## src/rtl/floating_addition.sv

```systemverilog
// ---------------------------------------------------------------------------
// floating_addition
// IEEE 754 binary32 adder with a registered result. Special operands,
// alignment, add/subtract, normalization and round-to-nearest-even are all
// resolved combinationally; the packed result is captured on an enabled edge.
// Subnormal operands are read as signed zero and subnormal results flush
// to signed zero.
//
// Ports:
//   CLK     in   1   clock, rising edge
//   RST     in   1   synchronous active-high reset, clears OUT_Add
//   EN      in   1   load enable for OUT_Add
//   A       in  32   operand A (binary32)
//   B       in  32   operand B (binary32)
//   OUT_Add out 32   registered A + B (binary32)
// ---------------------------------------------------------------------------
module floating_addition (
    input  logic        CLK,
    input  logic        RST,
    input  logic        EN,
    input  logic [31:0] A,
    input  logic [31:0] B,
    output logic [31:0] OUT_Add
);

    localparam logic [31:0] QNAN = 32'h7FC00000;

    // Leading-zero count of a 27-bit working significand.
    function automatic logic [4:0] lzc27(input logic [26:0] v);
        logic [4:0] n;
        logic       done;
        n    = 5'd0;
        done = 1'b0;
        for (int i = 26; i >= 0; i--) begin
            if (!done) begin
                if (v[i]) done = 1'b1;
                else      n    = n + 5'd1;
            end
        end
        return n;
    endfunction

    // Round-to-nearest-even on a normalized {1.f[22:0], G, R, S} significand,
    // then pack with overflow to inf and underflow flush to signed zero.
    function automatic logic [31:0] round_pack(input logic              s,
                                               input logic signed [9:0] e,
                                               input logic [26:0]       m);
        logic [24:0]       rm;
        logic              up;
        logic signed [9:0] ef;
        logic [22:0]       fr;
        up = m[2] & (m[1] | m[0] | m[3]);
        rm = {1'b0, m[26:3]} + {24'd0, up};
        // Rounding carry turns 1.111..1 into 10.000..0: renormalize.
        if (rm[24]) begin
            ef = e + 10'sd1;
            fr = rm[23:1];
        end else begin
            ef = e;
            fr = rm[22:0];
        end
        if (ef >= 10'sd255)    return {s, 8'hFF, 23'd0};
        else if (ef <= 10'sd0) return {s, 31'd0};
        else                   return {s, ef[7:0], fr};
    endfunction

    logic [31:0] out_q, out_d;

    logic              nan_a, nan_b, inf_a, inf_b, zero_a, zero_b;
    logic              sl, ss;
    logic [7:0]        el, es, d;
    logic [23:0]       ml, ms;
    logic [49:0]       sh;
    logic [26:0]       l_ext, s_ext, diff27, mnorm;
    logic [27:0]       sum28;
    logic [4:0]        lz;
    logic signed [9:0] enorm;

    always_comb begin
        nan_a  = (A[30:23] == 8'hFF) && (A[22:0] != 23'd0);
        nan_b  = (B[30:23] == 8'hFF) && (B[22:0] != 23'd0);
        inf_a  = (A[30:23] == 8'hFF) && (A[22:0] == 23'd0);
        inf_b  = (B[30:23] == 8'hFF) && (B[22:0] == 23'd0);
        zero_a = (A[30:23] == 8'h00);
        zero_b = (B[30:23] == 8'h00);

        // Order operands by magnitude; {exp, frac} compares as an integer.
        if (B[30:0] > A[30:0]) begin
            sl = B[31]; el = B[30:23]; ml = {1'b1, B[22:0]};
            ss = A[31]; es = A[30:23]; ms = {1'b1, A[22:0]};
        end else begin
            sl = A[31]; el = A[30:23]; ml = {1'b1, A[22:0]};
            ss = B[31]; es = B[30:23]; ms = {1'b1, B[22:0]};
        end
        d = el - es;

        // Align the smaller significand; everything below R collapses to sticky.
        sh = {ms, 26'd0} >> d;
        if (d > 8'd49) s_ext = 27'd1;
        else           s_ext = {sh[49:26], sh[25], sh[24], |sh[23:0]};
        l_ext = {ml, 3'b000};

        sum28  = {1'b0, l_ext} + {1'b0, s_ext};
        diff27 = l_ext - s_ext;
        lz     = lzc27(diff27);
        mnorm  = 27'd0;
        enorm  = 10'sd0;

        if (sl == ss) begin
            if (sum28[27]) begin
                mnorm = {sum28[27:2], sum28[1] | sum28[0]};
                enorm = $signed({2'b00, el}) + 10'sd1;
            end else begin
                mnorm = sum28[26:0];
                enorm = $signed({2'b00, el});
            end
        end else begin
            mnorm = diff27 << lz;
            enorm = $signed({2'b00, el}) - $signed({5'd0, lz});
        end

        if (nan_a || nan_b)                     out_d = QNAN;
        else if (inf_a && inf_b && (A[31] != B[31])) out_d = QNAN;
        else if (inf_a)                         out_d = A;
        else if (inf_b)                         out_d = B;
        else if (zero_a && zero_b)              out_d = {A[31] & B[31], 31'd0};
        else if (zero_a)                        out_d = B;
        else if (zero_b)                        out_d = A;
        else if ((sl != ss) && (diff27 == 27'd0)) out_d = 32'h00000000;
        else                                    out_d = round_pack(sl, enorm, mnorm);
    end

    always_ff @(posedge CLK) begin
        if (RST)     out_q <= 32'h00000000;
        else if (EN) out_q <= out_d;
    end

    assign OUT_Add = out_q;

endmodule

```

## config.mk

```make
export PLATFORM = sky130hd
export DESIGN_NAME = floating_addition
export DESIGN_NICKNAME = d
export VERILOG_FILES = /design/src/rtl/floating_addition.sv
export SDC_FILE = /design/constraint.sdc
export NUM_CORES = 1
export LEC_CHECK = 0
export ABC_AREA = 1
export CORE_MARGIN = 5
export CORE_UTILIZATION = 26
export DETAILED_ROUTE_END_ITERATION = 10
export PLACE_DENSITY = 0.44
export SYNTH_ARGS = -nofsm -noshare
export SYNTH_HDL_FRONTEND = slang
export SYNTH_SLANG_ARGS = --single-unit
```

## constraint.sdc

```tcl
create_clock -name CLK -period 24.3 [get_ports CLK]
set_input_delay 4.86 -clock CLK [delete_from_list [all_inputs] [get_ports CLK]]
set_output_delay 4.86 -clock CLK [all_outputs]
set_load 0.005 [all_outputs]
```

==> results of run 1 <==
[worst max path at each step]
stage / start / endpoint / slack (ns) / depth (start not counted)
after floorplan: A[30] / OUT_Add[10]$_SDFFE_PP0P_ / 1.52 / 130
after global placement: A[22] / OUT_Add[20]$_SDFFE_PP0P_ / -0.17 / 133
after detailed placement: A[22] / OUT_Add[20]$_SDFFE_PP0P_ / -0.20 / 134
after CTS: A[22] / OUT_Add[20]$_SDFFE_PP0P_ / 0.02 / 134
after global routing: B[30] / OUT_Add[5]$_SDFFE_PP0P_ / -0.28 / 135
final: A[23] / OUT_Add[9]$_SDFFE_PP0P_ / 1.20 / 134
[logic make-up (layout without fill, tap and decap cells)]
family,count (synthesis),count (layout),share of synthesized area [%]
simple gates,1772,1776,51.9
buf+inv,543,735,16.1
compound gates,424,424,14.9
xor+xnor,77,77,4.25
fa+ha+maj,115,115,8.97
flops,32,32,3.95
[what timing repair did]
item,4_1_cts,5_1_grt
pin swaps,0,62
buffers inserted,0,46
gates resized for setup,1,236
endpoints found under the setup margin,1,31
cloned,0,8
[cell type report]
class / instances / area [um2] / area share [%]
flip-flops and latches: 32 / 641 / 3.20
clock buffers: 5 / 125 / 0.624
multi-input cells: 2392 / 13900 / 69.3
clock inverters: 3 / 42.5 / 0.212
well taps: 837 / 1050 / 5.23
repair buffers: 287 / 2630 / 13.1
inverters: 440 / 1680 / 8.39
[report_power, final]
| part | switching, mW | total, mW | leakage [nW] | internal [mW] |
|---|---|---|---|---|
| Clock | 0.0236 | 0.0717 | 0.0798 | 0.0481 |
| Sequential | 0.00736 | 0.0704 | 0.265 | 0.0631 |
| Combinational | 0.760 | 1.17 | 9.91 | 0.406 |
[per-layer routing]
metal | vias up | routed length, um
met2 | 500 | 31700
met5 | - | 7
met3 | 103 | 3310
li1 | 10111 | -
met4 | 2 | 2160
met1 | 8968 | 31900
[synthesized netlist by cell type (8+ instances only)]
cell type,count
nand2_1,881
xor2_1,59
o22ai_1,10
nand2_4,15
o211ai_1,11
a22oi_1,8
or2_2,12
dlygate4sd3_1,8
clkbuf_1,10
nand3b_1,17
nor2_2,15
ha_1,113
nor4_1,15
o21ai_0,117
nor2_4,17
nor3_1,29
o21ai_1,36
buf_6,24
nand4_1,99
dfxtp_1,32
clkbuf_4,9
nand3_1,351
a31oi_1,18
nand3_2,31
nand2_2,47
buf_4,29
clkinv_1,9
a21oi_1,170
xnor2_1,16
inv_2,29
nor2_1,212
inv_1,394
[per-stage QoR]
step | setup slack [ns] | power, mW
after floorplan | 1.52 | 0.807
after detailed placement | -0.202 | 1.14
after global routing | -0.283 | 1.44
final | 1.20 | 1.31
after CTS | 0.0219 | 1.22
after global placement | -0.166 | 1.15
[worst min-delay path, delay by kind of cell (launching register included)]
family / cells / cell delay [ns]
simple gates: 1 / 0.06
flops: 1 / 0.30
compound gates: 1 / 0.06
==> results.json, run 1 <==
{
  "worstSetupStartpointType": "input port",
  "nFillCells": 7101,
  "holdPathStages": 2,
  "antenna_found_initial": 1,
  "clk_pin_slew_ns": 0.05,
  "fin_crit_sh_pct": 95.1,
  "slowest_delay_ns": 0.59,
  "hold_violations": 0,
  "ir_drop_v": 0.0000241,
  "critPathRequiredTime_ns": 24.41,
  "routabilityCongestion": 0.929,
  "synthToLayoutAreaGrowth_pct": 23.5,
  "drive_gt1_share_pct": 18.0,
  "leakage_nw": 10.3,
  "arrival_ns": 23.22,
  "min_from": "OUT_Add[20]$_SDFFE_PP0P_",
  "die_h_um": 260,
  "die-area_um2": 67500,
  "skew_ns": 0,
  "synth_cell_type_count": 78,
  "final_common_cell": "nand2_1",
  "grt_use_total_pct": 19.0,
  "status": "finished, final reports clean",
  "utilization_pct": 32.5,
  "ioPinCount": 99,
  "wl_um": 69100,
  "numClockSinks": 32,
  "cp_slowest_cell": "clkdlybuf4s50_1",
  "fin_nets": 3340,
  "slew_headroom_pct": 21.8,
  "met1_usage_pct": 26.2,
  "detail-route-antenna-nets": 0,
  "syn_inst": 2963,
  "crit_path_frequent_cell": "nand2_1",
  "yosysSeqAreaShare_pct": 3.95,
  "yosysWarnings": 0,
  "place_area_um2": 18400,
  "drc": 0,
  "r2r_cells": 2,
  "finalSetupViolCount": 0,
  "grt.busiest_layer": "met2",
  "clk_latency_ns": 0.27,
  "design_area_um2": 20000,
  "routed_via_density": 4.93,
  "grtUsageMet3_pct": 1.98,
  "max_freq_mhz": 43.3,
  "r2r_start": "OUT_Add[5]$_SDFFE_PP0P_",
  "avgSynthCellArea_um2": 5.47,
  "synth_area_um2": 16200,
  "grt_max_degree": 89,
  "cts_max_level": 2,
  "cts_root_buf": "clkbuf_16",
  "grt_overflow": 0,
  "ys_top_cells_by_area": "nand2_1, nand3_1, inv_1",
  "start_util_pct": 26.3,
  "core_area_um2": 61700,
  "p_per_area_nw_per_um2": 65.3,
  "diodes": 0,
  "cts_tree": "built",
  "r2r_setup_slack_ns": 23.57,
  "path_class": "input port to flip-flop",
  "worstHoldEndpoint": "OUT_Add[20]$_SDFFE_PP0P_",
  "hp-class": "flip-flop to flip-flop",
  "worst_pin_slew_ns": 1.17,
  "critical_path_buf_inv_count": 26,
  "io_buffers": 98,
  "holdWs_ns": 0.463,
  "cts-buffers-inserted": 5,
  "period_needed_ns": 23.10,
  "async_reset_ff_share_pct": 0,
  "drt_first_iter_violations": 1488,
  "grt_pass1_wl_um": 104000,
  "num_rows": 91,
  "yosys.area.top_type": "nand2_1",
  "final_cells": 3996,
  "ys_ff_latch": 32,
  "placed_cells": 3934,
  "routedWlPerCell_um": 17.3,
  "cap_viol_max_count": 0,
  "yosys_most_used_dff": "dfxtp_1",
  "vias": 19684,
  "critPathTopFamily": "simple AND/OR/NAND/NOR gates",
  "largest_register_ffs": 32,
  "synth.top_cell.area_share_pct": 20.4,
  "synth_edf_count": 0,
  "fin_tns_setup_ns": 0,
  "hpwl_um": 57800,
  "synth_nets": 3145,
  "drt-pass1-iter-count": 5,
  "maxSlewViolCount": 0,
  "clock_path_buffers": 2,
  "final_cell_mix": "nand2_1, inv_1, nand3_1, nor2_1, buf_4",
  "first_global_vias": 18495,
  "cts_hold_buf": 0,
  "critPathMaxFanout": 8,
  "globalRouteMet2Util_pct": 31.7,
  "endpoint_kind": "flip-flop",
  "die-width_um": 260,
  "r2r_end": "OUT_Add[5]$_SDFFE_PP0P_"
}
(Power assumes the default switching activity.)
==> run 2: changes to the inputs <==
--- a/config.mk
+++ b/config.mk
@@ -9,7 +9,8 @@
 export CORE_MARGIN = 5
 export CORE_UTILIZATION = 26
 export DETAILED_ROUTE_END_ITERATION = 10
-export PLACE_DENSITY = 0.44
+export SKIP_LAST_GASP = 1
+export SLEW_MARGIN = 20
 export SYNTH_ARGS = -nofsm -noshare
 export SYNTH_HDL_FRONTEND = slang
 export SYNTH_SLANG_ARGS = --single-unit
==> run 2 against run 1 <==
- maximum frequency about the same
- register-to-register slack improved by 0.02 ns
- critical path depth increased by 4
- global-route usage decreased by 1.7 points
- total power decreased by 2.2%
- core utilization decreased by 0.34 points
- clock power increased by 0.7%
- combinational power about the same
- flip-flop and latch count unchanged
- critical path type unchanged
- critical endpoint is now OUT_Add[13]$_SDFFE_PP0P_
- largest cell class unchanged
- highest routed layer is now met4
==> results.json, run 2 (synthesis gave the netlist of run 1 again) <==
{
  "cts-buffers-inserted": 5,
  "cts_root_buf": "clkbuf_16",
  "hp-class": "flip-flop to flip-flop",
  "max_freq_mhz": 43.3,
  "worstSetupStartpointType": "input port",
  "p_sw_share_pct": 60.6,
  "switching_power_mw": 0.775,
  "endpoint_kind": "flip-flop",
  "status": "finished, final reports clean",
  "die-area_um2": 67500,
  "drc": 0,
  "routedWlPerCell_um": 16.0,
  "ioPinCount": 99,
  "drive_gt1_share_pct": 17.1,
  "largest_register_ffs": 32,
  "io_buffers": 98,
  "vias": 19933,
  "path_class": "input port to flip-flop",
  "grt_overflow": 0,
  "utilization_pct": 32.1,
  "p_clk_share_pct": 5.6,
  "ir_drop_v": 0.0000432,
  "numClockSinks": 32,
  "p_comb_share_pct": 88.9,
  "clk_pin_slew_ns": 0.05,
  "clock_path_buffers": 2,
  "routed_via_density": 5.01,
  "cts_max_level": 2,
  "routabilityCongestion": 0.989,
  "crit_path_frequent_cell": "nand2_1",
  "diodes": 0,
  "critPathMaxFanout": 28,
  "critPathRequiredTime_ns": 24.42,
  "worst_pin_slew_ns": 1.34,
  "antenna_found_initial": 0,
  "drt_first_iter_violations": 1821,
  "cp_slowest_cell": "clkdlybuf4s50_1",
  "finalSetupViolCount": 0,
  "fin_nets": 3324,
  "holdWs_ns": 0.464,
  "synthToLayoutAreaGrowth_pct": 22.2,
  "cts_tree": "built",
  "hpwl_um": 52900,
  "fin_tns_setup_ns": 0,
  "arrival_ns": 23.23,
  "detail-route-antenna-nets": 0,
  "period_needed_ns": 23.11,
  "seq_power_share_pct": 5.4,
  "design_area_um2": 19800,
  "slew_headroom_pct": 10.0,
  "final_common_cell": "nand2_1",
  "intPower_mw": 0.504,
  "core_area_um2": 61700,
  "p_per_area_nw_per_um2": 64.6,
  "die-width_um": 260,
  "fin_crit_sh_pct": 95.1,
  "place_area_um2": 18300,
  "drt-pass1-iter-count": 6,
  "num_rows": 91,
  "grt_max_degree": 89,
  "leakage_nw": 10.2,
  "placed_cells": 3914,
  "cap_viol_max_count": 0,
  "hold_violations": 0,
  "die_h_um": 260,
  "skew_ns": 0,
  "grt_use_total_pct": 17.3,
  "maxSlewViolCount": 0,
  "slowest_delay_ns": 0.57,
  "final_cell_mix": "nand2_1, inv_1, nand3_1, nor2_1, buf_4",
  "grt_pass1_wl_um": 96900,
  "clk_latency_ns": 0.28,
  "start_util_pct": 26.3,
  "final_cells": 3980,
  "first_global_vias": 17864,
  "wl_um": 63600
}
==> run 2: cell count changes in the layout (fill, tap and decap cells not counted), sizes merged <==
| cell | before | now |
|---|---|---|
| inv | 431 | 432 |
| clkdlybuf4s50 | 71 | 65 |
| nand2 | 946 | 944 |
| buf | 185 | 175 |
| dlymetal6s2s | 25 | 32 |
| clkbuf | 11 | 6 |
| clkinvlp | 2 | 1 |
==> run 2: stage by stage <==
step	power (mW)	worst slack, ns
floorplan	0.807	1.52
global placement	1.12	-0.347
detailed placement	1.11	-0.395
CTS	1.19	0.0202
global route	1.40	-0.231
finish	1.28	1.19
==> run 2: power by group through the flow <==
stage	logic, mW	clock network [mW]	registers (mW)
2_1_floorplan	0.737	0	0.0698
3_3_place_gp	1.05	0	0.0704
3_5_place_dp	1.04	0	0.0705
4_1_cts	1.05	0.0719	0.0695
5_1_grt	1.25	0.0745	0.0703
6_report	1.14	0.0722	0.0694
==> run 2: layout make-up <==
class / count / area (um2)
tap: 837 / 1050
inverter: 440 / 1670
timing repair buffer: 273 / 2470
sequential: 32 / 641
clock inverter: 3 / 42.5
clock buffer: 5 / 125
fill: 7074 / 41900
multi-input combinational: 2390 / 13800
==> run 2: worst max-delay path, delay by kind of cell <==
kind | cells | cell delay, ns
AND/OR/NAND/NOR | 73 | 7.84
adder cells (fa/ha/maj) | 17 | 4.55
buffers and inverters | 31 | 3.38
AO/OA/AOI/OAI | 17 | 2.60
==> run 2: path summary, 6_finish.rpt <==
check	from	to	slack, ns	cells after the start
worst min-delay path	OUT_Add[11]$_SDFFE_PP0P_	OUT_Add[11]$_SDFFE_PP0P_	0.46	2
worst min register to register	OUT_Add[11]$_SDFFE_PP0P_	OUT_Add[11]$_SDFFE_PP0P_	0.46	2
worst max-delay path	B[30]	OUT_Add[13]$_SDFFE_PP0P_	1.19	138
worst max register to register	OUT_Add[15]$_SDFFE_PP0P_	OUT_Add[15]$_SDFFE_PP0P_	23.59	2
==> run 2: timing repair <==
| item | 4_1_cts | 5_1_grt |
|---|---|---|
| resized for setup | 3 | 221 |
| hold endpoints to repair | 0 | 0 |
| hold buffers | 0 | 0 |
| gates cloned | 0 | 4 |
| pin swaps | 0 | 68 |
| endpoints found under the setup margin | 27 | 31 |
| buffers inserted | 0 | 54 |
==> run 2: per-layer routing <==
layer,routed length (um),GRT usage [%],vias up
li1,-,-,10053
met1,29000,25.1,9083
met2,28900,28.8,718
met3,4280,0.961,79
met4,1350,2.67,0
met5,0,0,-
==> run 3: changes to the inputs <==
--- a/config.mk
+++ b/config.mk
@@ -9,6 +9,7 @@
 export CORE_MARGIN = 5
 export CORE_UTILIZATION = 26
 export DETAILED_ROUTE_END_ITERATION = 10
+export RECOVER_POWER = 100
 export SKIP_LAST_GASP = 1
 export SLEW_MARGIN = 20
 export SYNTH_ARGS = -nofsm -noshare
==> run 3 against run 2 <==
- first-iteration DRC count fell by 1.2%
- critical path depth rose by 4
- clock skew did not move
- global-route usage did not move
- hold slack got worse by 0.0037 ns
- register-to-register slack barely moved
- count of clock-buffer cells in the layout did not move
- maximum frequency barely moved
- design area did not move
- die area did not move
- sequential power fell by 0.7%
- critical path type unchanged
- largest power group unchanged
- highest routed layer unchanged
==> results.json, run 3 (synthesis gave the netlist of run 1 again) <==
{
  "status": "finished, final reports clean",
  "fin_crit_sh_pct": 95.1,
  "clk_pin_slew_ns": 0.06,
  "critPathLaunch": "B[30]",
  "core_area_um2": 61700,
  "r2r_setup_slack_ns": 23.59,
  "drive_gt1_share_pct": 17.1,
  "ir_drop_v": 0.0000432,
  "final_common_cell": "nand2_1",
  "routabilityCongestion": 0.989,
  "cts_max_level": 2,
  "worst_pin_slew_ns": 1.33,
  "die-width_um": 260,
  "slew_headroom_pct": 10.2,
  "start_util_pct": 26.3,
  "cap_viol_max_count": 0,
  "clock_path_buffers": 2,
  "critPathMaxFanout": 13,
  "crit_path_end": "OUT_Add[5]$_SDFFE_PP0P_",
  "routedWlPerCell_um": 16.0,
  "maxSlewViolCount": 0,
  "path_class": "input port to flip-flop",
  "drc": 0,
  "leakage_nw": 10.3,
  "grt_overflow": 0,
  "crit_path_frequent_cell": "nand2_1",
  "wl_um": 63600,
  "r2r_end": "OUT_Add[15]$_SDFFE_PP0P_",
  "worstSetupStartpointType": "input port",
  "fin_nets": 3324,
  "largest_register_ffs": 32,
  "place_area_um2": 18300,
  "r2r_cells": 2,
  "finalSetupViolCount": 0,
  "cp_slowest_cell": "clkdlybuf4s50_1",
  "p_per_area_nw_per_um2": 64.3,
  "final_cell_mix": "nand2_1, inv_1, nand3_1, nor2_1, buf_4",
  "slowest_delay_ns": 0.57,
  "endpoint_kind": "flip-flop",
  "num_rows": 91,
  "grt_pass1_wl_um": 96900,
  "design_area_um2": 19800,
  "vias": 19925,
  "antenna_found_initial": 0,
  "grt_use_total_pct": 17.3,
  "diodes": 0,
  "routed_via_density": 5.01,
  "cts_root_buf": "clkbuf_16",
  "cts_tree": "built",
  "die_h_um": 260,
  "detail-route-antenna-nets": 0,
  "die-area_um2": 67500,
  "ioPinCount": 99,
  "hpwl_um": 52900,
  "drt-pass1-iter-count": 6,
  "io_buffers": 98,
  "arrival_ns": 23.22,
  "cts-buffers-inserted": 5,
  "hp-class": "flip-flop to flip-flop",
  "max_freq_mhz": 43.3,
  "hold_violations": 0,
  "cts_hold_buf": 0,
  "drt_first_iter_violations": 1800,
  "skew_ns": 0,
  "first_global_vias": 17864,
  "synthToLayoutAreaGrowth_pct": 22.2,
  "clk_latency_ns": 0.28,
  "placed_cells": 3914,
  "grt_max_degree": 89,
  "r2r_start": "OUT_Add[15]$_SDFFE_PP0P_",
  "period_needed_ns": 23.10,
  "final_cells": 3980,
  "critPathRequiredTime_ns": 24.42,
  "numClockSinks": 32
}
==> run 3: changes by cell type in the layout (fill, tap and decap cells not counted) <==
cell / delta
clkdlybuf4s50_1: -32
dlygate4sd3_1: +32
==> run 3: layer usage <==
| layer | vias up | wire, um | track usage, % | part of all wire [%] |
|---|---|---|---|---|
| met1 | 9070 | 28900 | 25.1 | 45 |
| met2 | 729 | 29000 | 28.8 | 46 |
| met3 | 75 | 4390 | 0.961 | 6.9 |
| li1 | 10051 | - | - | - |
| met4 | 0 | 1330 | 2.67 | 2.1 |
| met5 | - | 0 | 0 | 0 |
==> run 3: final cells by class <==
type | instances | area, um2
clock buffer | 5 | 125
clock inverter | 3 | 42.5
fill | 7074 | 41900
inverter | 440 | 1670
multi-input combinational | 2390 | 13800
sequential | 32 | 641
tap | 837 | 1050
timing repair buffer | 273 | 2470
==> run 3: what timing repair did <==
action                                  4_1_cts  5_1_grt
endpoints found under the setup margin       27       31
pin swaps                                     0       68
cloned                                        0        4
buffers inserted                              0       54
resized for setup                             3      221
==> run 3: power breakdown <==
group          leakage, nW  switching [mW]  total [mW]  internal [mW]
registers            0.265         0.00591      0.0689         0.0630
clock network       0.0798          0.0241      0.0722         0.0481
logic                 9.95           0.745        1.13          0.390
==> run 3: worst min-delay path by stage <==
stage / from / to / slack, ns / depth (start not counted)
2_1_floorplan: OUT_Add[12]$_SDFFE_PP0P_ / OUT_Add[12]$_SDFFE_PP0P_ / 0.46 / 2
3_3_place_gp: OUT_Add[20]$_SDFFE_PP0P_ / OUT_Add[20]$_SDFFE_PP0P_ / 0.45 / 2
3_5_place_dp: OUT_Add[11]$_SDFFE_PP0P_ / OUT_Add[11]$_SDFFE_PP0P_ / 0.46 / 2
4_1_cts: OUT_Add[11]$_SDFFE_PP0P_ / OUT_Add[11]$_SDFFE_PP0P_ / 0.46 / 2
5_1_grt: OUT_Add[17]$_SDFFE_PP0P_ / OUT_Add[17]$_SDFFE_PP0P_ / 0.48 / 2
6_report: OUT_Add[11]$_SDFFE_PP0P_ / OUT_Add[11]$_SDFFE_PP0P_ / 0.46 / 2
==> run 3: metrics by stage <==
step	utilization [%]	total power [mW]	TNS, ns	hold WS, ns	setup WS [ns]
2_1_floorplan	-	0.807	0	0.461	1.52
3_3_place_gp	29.6	1.12	-7.08	0.454	-0.347
3_5_place_dp	29.6	1.11	-8.66	0.455	-0.395
4_1_cts	29.9	1.19	0	0.464	0.0202
5_1_grt	32.1	1.39	-3.11	0.478	-0.231
6_report	32.1	1.28	0	0.460	1.20
==> run 3: worst max-delay path: cells and delay by family <==
family                     cells  cell delay [ns]
AOI/OAI and AO/OA             15             2.02
buffers and inverters         31             3.06
and+or+nand+nor               77             8.31
adders and majority gates     17             4.53
xor gates and xnor gates       2             0.43
